**src/rtl/usart_fifo_pkg.sv**
```systemverilog
// Constants shared by the USART RX/TX FIFO wrappers so that both paths agree
// on word width and buffer depth.
package usart_fifo_pkg;

  localparam int FIFO_DATA_WIDTH = 8;
  localparam int FIFO_ADDR_WIDTH = 4;

  function automatic int fifo_depth(input int addr_width);
    return 1 << addr_width;
  endfunction

  localparam int FIFO_DEPTH = fifo_depth(FIFO_ADDR_WIDTH);

endpackage

```
**src/rtl/usart_fifo_mem.sv**
```systemverilog
// DEPTH x DATA_WIDTH storage with a synchronous write port and an asynchronous
// read port, so the FIFO head is visible in the same cycle the pointer moves.
module usart_fifo_mem
  import usart_fifo_pkg::*;
#(
  parameter int DATA_WIDTH = FIFO_DATA_WIDTH,
  parameter int ADDR_WIDTH = FIFO_ADDR_WIDTH
) (
  input  logic                  comm_clock,
  input  logic                  write_en,
  input  logic [ADDR_WIDTH-1:0] write_addr,
  input  logic [DATA_WIDTH-1:0] write_data,
  input  logic [ADDR_WIDTH-1:0] read_addr,
  output logic [DATA_WIDTH-1:0] read_data
);

  localparam int DEPTH = fifo_depth(ADDR_WIDTH);

  logic [DATA_WIDTH-1:0] mem [DEPTH];

  // Contents are deliberately never cleared; emptiness is tracked by the count.
  always_ff @(posedge comm_clock) begin
    if (write_en) begin
      mem[write_addr] <= write_data;
    end
  end

  assign read_data = mem[read_addr];

endmodule

```
**src/rtl/usart_fifo.sv**
```systemverilog
// First-word-fall-through byte FIFO between a USART and its host logic,
// with valid/ready handshakes on both sides.
module usart_fifo
  import usart_fifo_pkg::*;
#(
  parameter int DATA_WIDTH = FIFO_DATA_WIDTH,
  parameter int ADDR_WIDTH = FIFO_ADDR_WIDTH
) (
  input  logic                  comm_clock,
  input  logic                  reset,
  input  logic                  in_valid,
  output logic                  in_ready,
  output logic                  in_full,
  input  logic [DATA_WIDTH-1:0] in_data,
  input  logic                  out_ready,
  output logic                  out_valid,
  output logic                  out_empty,
  output logic [DATA_WIDTH-1:0] out_data
);

  localparam int DEPTH = fifo_depth(ADDR_WIDTH);

  logic [ADDR_WIDTH-1:0] write_ptr_reg;
  logic [ADDR_WIDTH-1:0] read_ptr_reg;
  logic [ADDR_WIDTH:0]   count_reg;
  logic                  push;
  logic                  pop;

  assign out_empty = (count_reg == '0);
  assign in_full   = (count_reg == (ADDR_WIDTH+1)'(DEPTH));
  assign in_ready  = !in_full;
  assign out_valid = !out_empty;

  assign push = in_valid & in_ready;
  assign pop  = out_ready & out_valid;

  // The write is suppressed during reset so reset cleanly wins over a push.
  usart_fifo_mem #(
    .DATA_WIDTH(DATA_WIDTH),
    .ADDR_WIDTH(ADDR_WIDTH)
  ) u_mem (
    .comm_clock(comm_clock),
    .write_en  (push & !reset),
    .write_addr(write_ptr_reg),
    .write_data(in_data),
    .read_addr (read_ptr_reg),
    .read_data (out_data)
  );

  always_ff @(posedge comm_clock) begin
    if (reset) begin
      write_ptr_reg <= '0;
      read_ptr_reg  <= '0;
      count_reg     <= '0;
    end else begin
      if (push) begin
        write_ptr_reg <= write_ptr_reg + ADDR_WIDTH'(1);
      end
      if (pop) begin
        read_ptr_reg <= read_ptr_reg + ADDR_WIDTH'(1);
      end
      case ({push, pop})
        2'b10:   count_reg <= count_reg + (ADDR_WIDTH+1)'(1);
        2'b01:   count_reg <= count_reg - (ADDR_WIDTH+1)'(1);
        default: count_reg <= count_reg;
      endcase
    end
  end

endmodule

```
**config.mk**
```make
export PLATFORM = sky130hd
export DESIGN_NAME = usart_fifo
export DESIGN_NICKNAME = d
export VERILOG_FILES = /design/src/rtl/usart_fifo_pkg.sv /design/src/rtl/usart_fifo_mem.sv /design/src/rtl/usart_fifo.sv
export SDC_FILE = /design/constraint.sdc
export NUM_CORES = 1
export LEC_CHECK = 0
export BUFFER_PORTS_ARGS = -buffer_cell sky130_fd_sc_hd__buf_2
export CORE_ASPECT_RATIO = 1.75
export CORE_MARGIN = 3
export CORE_UTILIZATION = 35
export CTS_CLUSTER_DIAMETER = 30
export CTS_CLUSTER_SIZE = 28
export DETAILED_ROUTE_END_ITERATION = 16
export PLACE_DENSITY = 0.53
export SYNTH_ARGS = -nofsm -noshare
export SYNTH_HDL_FRONTEND = slang
export SYNTH_HIERARCHICAL = 1
export SYNTH_SLANG_ARGS = --single-unit
```
**constraint.sdc**
```tcl
create_clock -name comm_clock -period 3.2 [get_ports comm_clock]
set_input_delay 0.64 -clock comm_clock [delete_from_list [all_inputs] [get_ports comm_clock]]
set_output_delay 0.64 -clock comm_clock [all_outputs]
set_load 0.01 [all_outputs]
```
==> run summary, run 1 <==
Fillers - 1414
Grt total ovfl - 0
DRT antenna net count - 0
Die width - 102.6 microns
Initial antenna violation count - 0
CTS tree - done
Worst-Margin Slew - 0.8341 ns
Leak pwr - 2.287 nW
Pins over their slew limit - 0
Mapped cell area - 5710 sq um
Clock Sinks - 141
Worst-case reg-to-reg path depth - 9
First-pass GRT wire length - 17750 microns
Core area - 15950 sq um
Async SR Flop Fraction - 0
Ant diodes - 0
Setup Buffers After CTS - 0
Largest register FFs - 128
Layout Nets - 372
Clk slew on worst S/H paths - 0.05 ns
# rows - 61
Syn Nets - 321
Dpl hpwl - 7868 microns
Crit path DAT - 2.17 ns
MaxCap Viol Count - 0
CTS Buf Count - 17
Max_slew headroom - 0.4428
Critical Path RT - 2.56 ns
Buffer and inverter count on the worst path - 2
Synth top area cells - edfxtp_1 (67%), mux4_2 (7.1%), mux4_1 (6.4%), dfxtp_1 (4.6%), a22oi_1 (2.1%)
Placed Cells - 523
Final core utilization - 0.4211
Hold WC Path Type - flip-flop to flip-flop
P&R area growth vs syn - 17.64%
Power per cell area - 765.2 nW/um^2
Critical Path Source Type - flip-flop
Leading area contributor after synthesis - edfxtp_1
Io pins - 24
Worst VDD drop - 0.0005502 V
Crit-path cells - buf_12 > mux4_1 > a22oi_1 > nand2_1 > buf_2
Root buffer cell - clkbuf_16
CP Class - flip-flop to output port
Fraction of layout cells with a size suffix above 1 - 0.2665
Largest net degree at the start of global routing - 36
CTS resizes - 0
Post-Place Setup Slack - 0.4437 ns
Yosys cell types - 38
Commonest non-fill, non-tap cell in the layout - edfxtp_1
Ys flop type - edfxtp_1
Crit-path max FO - 35
DR WL/cell - 20.74 microns
Slowest CP cell - mux4_1
RSZ-0062 raised after global routing - false
Setup TNS Final - 0 ns
Clock Tree Buf Depth - 2
Synth top area share - 0.6731
Most frequent cells in the layout - edfxtp_1 (128), nor2_1 (28), buf_2 (23)
Vias in the first global route - 3002
CP Capture Type - output port
Min-Delay Path Depth - 2
Routed vias/inst - 5.255
Syn_area_per_cell - 18.91 sq um
Post-synth EDFFs - 128
Remaining DRCs - 0
Slowest cell delay on critical path - 0.64 ns
Tmin final - 2.814 ns
Max Freq - 0.3554 GHz
Via Count - 2906
Final Cycle Share - 0.8793
Die height - 175.0 microns
Gate count of the mapped netlist - 302
Critical path's top delay family - multiplexers
Routability Congestion - 0.7501
Sequential fraction of the synthesis area - 0.7187
Final WS setup - 0.3862 ns
Total power - 0.005140 W
Total GRT Usage - 0.1391
# port buffers - 23
Drt initial violations - 186
Drt first pass iters - 5
Worst-Skew Late Latency - 0.41 ns
Post-Layout Cell Count - 553
Clock skew - 0.005566 ns
Final WL - 11470 microns
Hold-fix buffers at CTS - 0
Die ar. - 17940 sq um
YS warnings - 6
Number of synthesized register bits - 141
Count of final setup violators - 0
Initial core utilization - 0.3580
CP Depth - 5
Hold Vio Cnt, Final - 0
Status - complete, no violations
CTS H-tree lvls - 4
-- power breakdown --
part / switching [W] / internal, W / total (W) / leakage [nW]
combinational: 0.000557 / 0.000532 / 0.00109 / 0.743
clock: 0.000698 / 0.00121 / 0.00191 / 0.285
sequential: 0.0000676 / 0.00208 / 0.00214 / 1.26
-- metrics by stage --
step           cell area (sq um)  hold slack [ns]
6_report                    6718           0.5769
2_1_floorplan               5710           0.5122
3_3_place_gp                6140           0.5518
5_1_grt                     6718           0.5904
4_1_cts                     6718           0.5763
3_5_place_dp                6140           0.5758
-- worst paths after layout --
path	slack, ns	to	startpoint
max	0.39	out_data[3]	read_ptr_reg[0]
min	0.58	count_reg[2]	count_reg[2]
max reg2reg	0.45	count_reg[4]	count_reg[0]
min reg2reg	0.58	count_reg[2]	count_reg[2]
-- per-layer routing --
metal	global-route usage	share of wire	routed length [microns]	vias up
li1	-	-	-	1328
met3	0.03476	0.033	375	12
met2	0.2476	0.56	6477	63
met4	0.05090	0.014	157	0
met1	0.1570	0.39	4458	1503
met5	0	0	0	-
-- synth_stat cells, types with 2 or more instances --
cell type,n
buf_6,3
nand2_1,11
nand3_1,3
nor2_1,28
clkbuf_1,2
buf_4,2
a21oi_1,6
nand2b_1,2
nor3_1,4
clkdlybuf4s25_2,3
a22oi_1,16
and3_1,2
nor4_1,2
o211ai_1,2
buf_2,3
mux4_2,18
inv_1,7
dfxtp_1,13
edfxtp_1,128
a211oi_1,2
ha_1,6
xor2_1,4
xnor2_1,4
nand3b_1,2
mux2i_1,3
mux4_1,14
-- cell families after synthesis --
kind of cell             count (synthesis)  share of synthesized area
flip-flops                             141                     0.7187
AND/OR/NAND/NOR                         62                    0.05215
multiplexers                            35                     0.1407
AO/OA/AOI/OAI                           29                    0.03725
buffers and inverters                   20                    0.02235
XOR/XNOR                                 8                    0.01227
adder cells (fa/ha/maj)                  7                    0.01665
-- tightest hold or removal path: stages (launching register included) --
cell     delay (ns)
dfxtp_1        0.39
a21oi_1        0.09
nor2_1         0.07
-- final cells by class --
cell class                 count  area (sq um)  share of cell area
inverter                       7         26.28            0.003911
clock buffer                  18         429.2             0.06389
sequential                   141          4105              0.6111
multi-input combinational    141          1479              0.2202
tap                          189         236.5             0.03520
clock inverter                12         148.9             0.02216
timing repair buffer          45         292.8             0.04358
No activity file was read; power rests on OpenSTA's default activity.
==> run 2, diff against run 1 <==
--- a/config.mk
+++ b/config.mk
@@ -6,7 +6,7 @@
 export NUM_CORES = 1
 export LEC_CHECK = 0
 export BUFFER_PORTS_ARGS = -buffer_cell sky130_fd_sc_hd__buf_2
-export CORE_ASPECT_RATIO = 1.75
+export CORE_ASPECT_RATIO = 0.7
 export CORE_MARGIN = 3
 export CORE_UTILIZATION = 35
 export CTS_CLUSTER_DIAMETER = 30
==> run 2 against run 1 <==
First-iteration DRC count up 54%; sequential share of layout area down 0.38 points; global-route usage down 0.19 points; total power down 1.4%; via count up 0.21%; critical path depth unchanged; critical path type unchanged; highest routed layer unchanged.
==> run summary, run 2 (synthesized netlist as in run 1, its figures left out) <==
Die width - 158.7 microns
Leak pwr - 2.281 nW
Clk slew on worst S/H paths - 0.06 ns
Clk pwr share - 0.354
Fin area - 6760 sq um
DR WL/cell - 19.42 microns
Routability Congestion - 0.7157
Setup TNS Final - 0 ns
MaxCap Viol Count - 0
Dpl hpwl - 7621 microns
Gate power share - 0.218
Total power - 0.005068 W
Worst Setup EP - out_data[4]
Fillers - 1354
Critical path's top delay family - multiplexers
End of the worst register-to-register path - count_reg[4]
Clock skew - 0.01111 ns
Remaining DRCs - 0
Root buffer cell - clkbuf_16
Placed inst area - 6208 sq um
Drt first pass iters - 5
Tmin final - 3.008 ns
DRT antenna net count - 0
RSZ-0062 raised after global routing - false
# rows - 38
Sequential share of power - 0.428
Ant diodes - 0
Commonest non-fill, non-tap cell in the layout - edfxtp_1
R2R Setup Slk - 0.42 ns
Fraction of layout cells with a size suffix above 1 - 0.2811
Core area - 15740 sq um
Hold Vio Cnt, Final - 0
Routed vias/inst - 4.936
Final Cycle Share - 0.9401
Slowest cell delay on critical path - 0.61 ns
Final WL - 11460 microns
Worst reg2reg startpoint - count_reg[0]
CP Capture Type - output port
Switching power - 0.001428 W
Critical Path Source Type - flip-flop
Slowest CP cell - mux4_1
Clock Tree Buf Depth - 2
Hold-fix buffers at CTS - 0
Final WS setup - 0.1918 ns
Largest net degree at the start of global routing - 20
Switching Fraction - 0.2818
Initial antenna violation count - 0
Io pins - 24
Pins over their slew limit - 0
Die height - 112.9 microns
Worst-case reg-to-reg path depth - 9
Layout Nets - 376
Worst VDD drop - 0.0003566 V
Final core utilization - 0.4296
Hold WC Path Type - flip-flop to flip-flop
Grt total ovfl - 0
CP Depth - 5
CP Class - flip-flop to output port
Initial core utilization - 0.3629
Post-Place Setup Slack - 0.4338 ns
Vias in the first global route - 3029
Worst-Skew Late Latency - 0.40 ns
Max_slew headroom - 0.5249
CTS tree - done
Count of final setup violators - 0
Clock Sinks - 141
Footprint of the multi-input gates - 1479 sq um
CTS resizes - 0
Power per cell area - 749.7 nW/um^2
First-pass GRT wire length - 18000 microns
Total GRT Usage - 0.1371
Most frequent cells in the layout - edfxtp_1 (128), nor2_1 (28), buf_4 (25)
Crit-path max FO - 17
CTS Buf Count - 17
Crit-path cells - buf_12 > mux4_1 > a22oi_1 > nand2_1 > buf_2
Largest register FFs - 128
Status - complete, no violations
Register area - 4105 sq um
Via Count - 2912
# port buffers - 23
Worst Setup SP - read_ptr_reg[0]
Crit path DAT - 2.37 ns
Internal - 0.003640 W
P&R area growth vs syn - 18.38%
Worst-Margin Slew - 0.7111 ns
CTS H-tree lvls - 4
Setup Buffers After CTS - 0
Critical Path RT - 2.56 ns
Buffer and inverter count on the worst path - 2
Drt initial violations - 287
Die ar. - 17910 sq um
Max Freq - 0.3324 GHz
==> run 2: cell types whose count changed in the layout (fill, tap and decap cells not counted), sizes merged <==
| cell | previous run | this run |
|---|---|---|
| inv | 7 | 15 |
| bufinv | 3 | 0 |
| clkinv | 8 | 2 |
| clkinvlp | 1 | 5 |
| clkbuf | 18 | 17 |
| buf | 45 | 49 |
==> run 2: how the worst min path moves through the flow <==
stage | end | start | depth (start not counted)
finish | count_reg[2] | count_reg[2] | 2
global route | write_ptr_reg[2] | reset | 2
CTS | count_reg[2] | count_reg[2] | 2
detailed placement | count_reg[2] | count_reg[2] | 2
global placement | write_ptr_reg[3] | write_ptr_reg[3] | 2
floorplan | count_reg[2] | count_reg[2] | 2
==> run 2: metrics by stage <==
| step | hold WS (ns) | std cells |
|---|---|---|
| floorplan | 0.5122 | 302 |
| global placement | 0.5573 | 558 |
| detailed placement | 0.5601 | 558 |
| CTS | 0.5753 | 590 |
| global route | 0.6064 | 590 |
| finish | 0.5878 | 590 |
==> run 2: power groups by stage <==
stage,logic [W],registers (W),clock network [W]
6_report,0.00110,0.00217,0.00179
5_1_grt,0.00120,0.00219,0.00194
4_1_cts,0.00111,0.00217,0.00184
3_5_place_dp,0.00110,0.00221,0
3_3_place_gp,0.00111,0.00221,0
2_1_floorplan,0.000817,0.00216,0
==> run 2: cell type report <==
type / instances / area share
well taps: 220 / 0.04072
multi-input cells: 141 / 0.2188
repair buffers: 49 / 0.04775
flip-flops and latches: 141 / 0.6073
inverters: 7 / 0.003887
clock inverters: 15 / 0.01869
clock buffers: 17 / 0.06293
==> run 2: per-layer routing <==
metal  vias up  global-route usage  routed length, microns
met5         -                   0                       0
li1       1340                   -                       -
met3         4             0.03249                     835
met4         0             0.04183                      61
met1      1499              0.2104                    5638
met2        69              0.1938                    4921
==> run 2: tightest hold or removal path, delay by kind of cell (launching register included) <==
family | cells | cell delay (ns)
DFF | 1 | 0.39
AOI/OAI and AO/OA | 1 | 0.09
and+or+nand+nor | 1 | 0.07
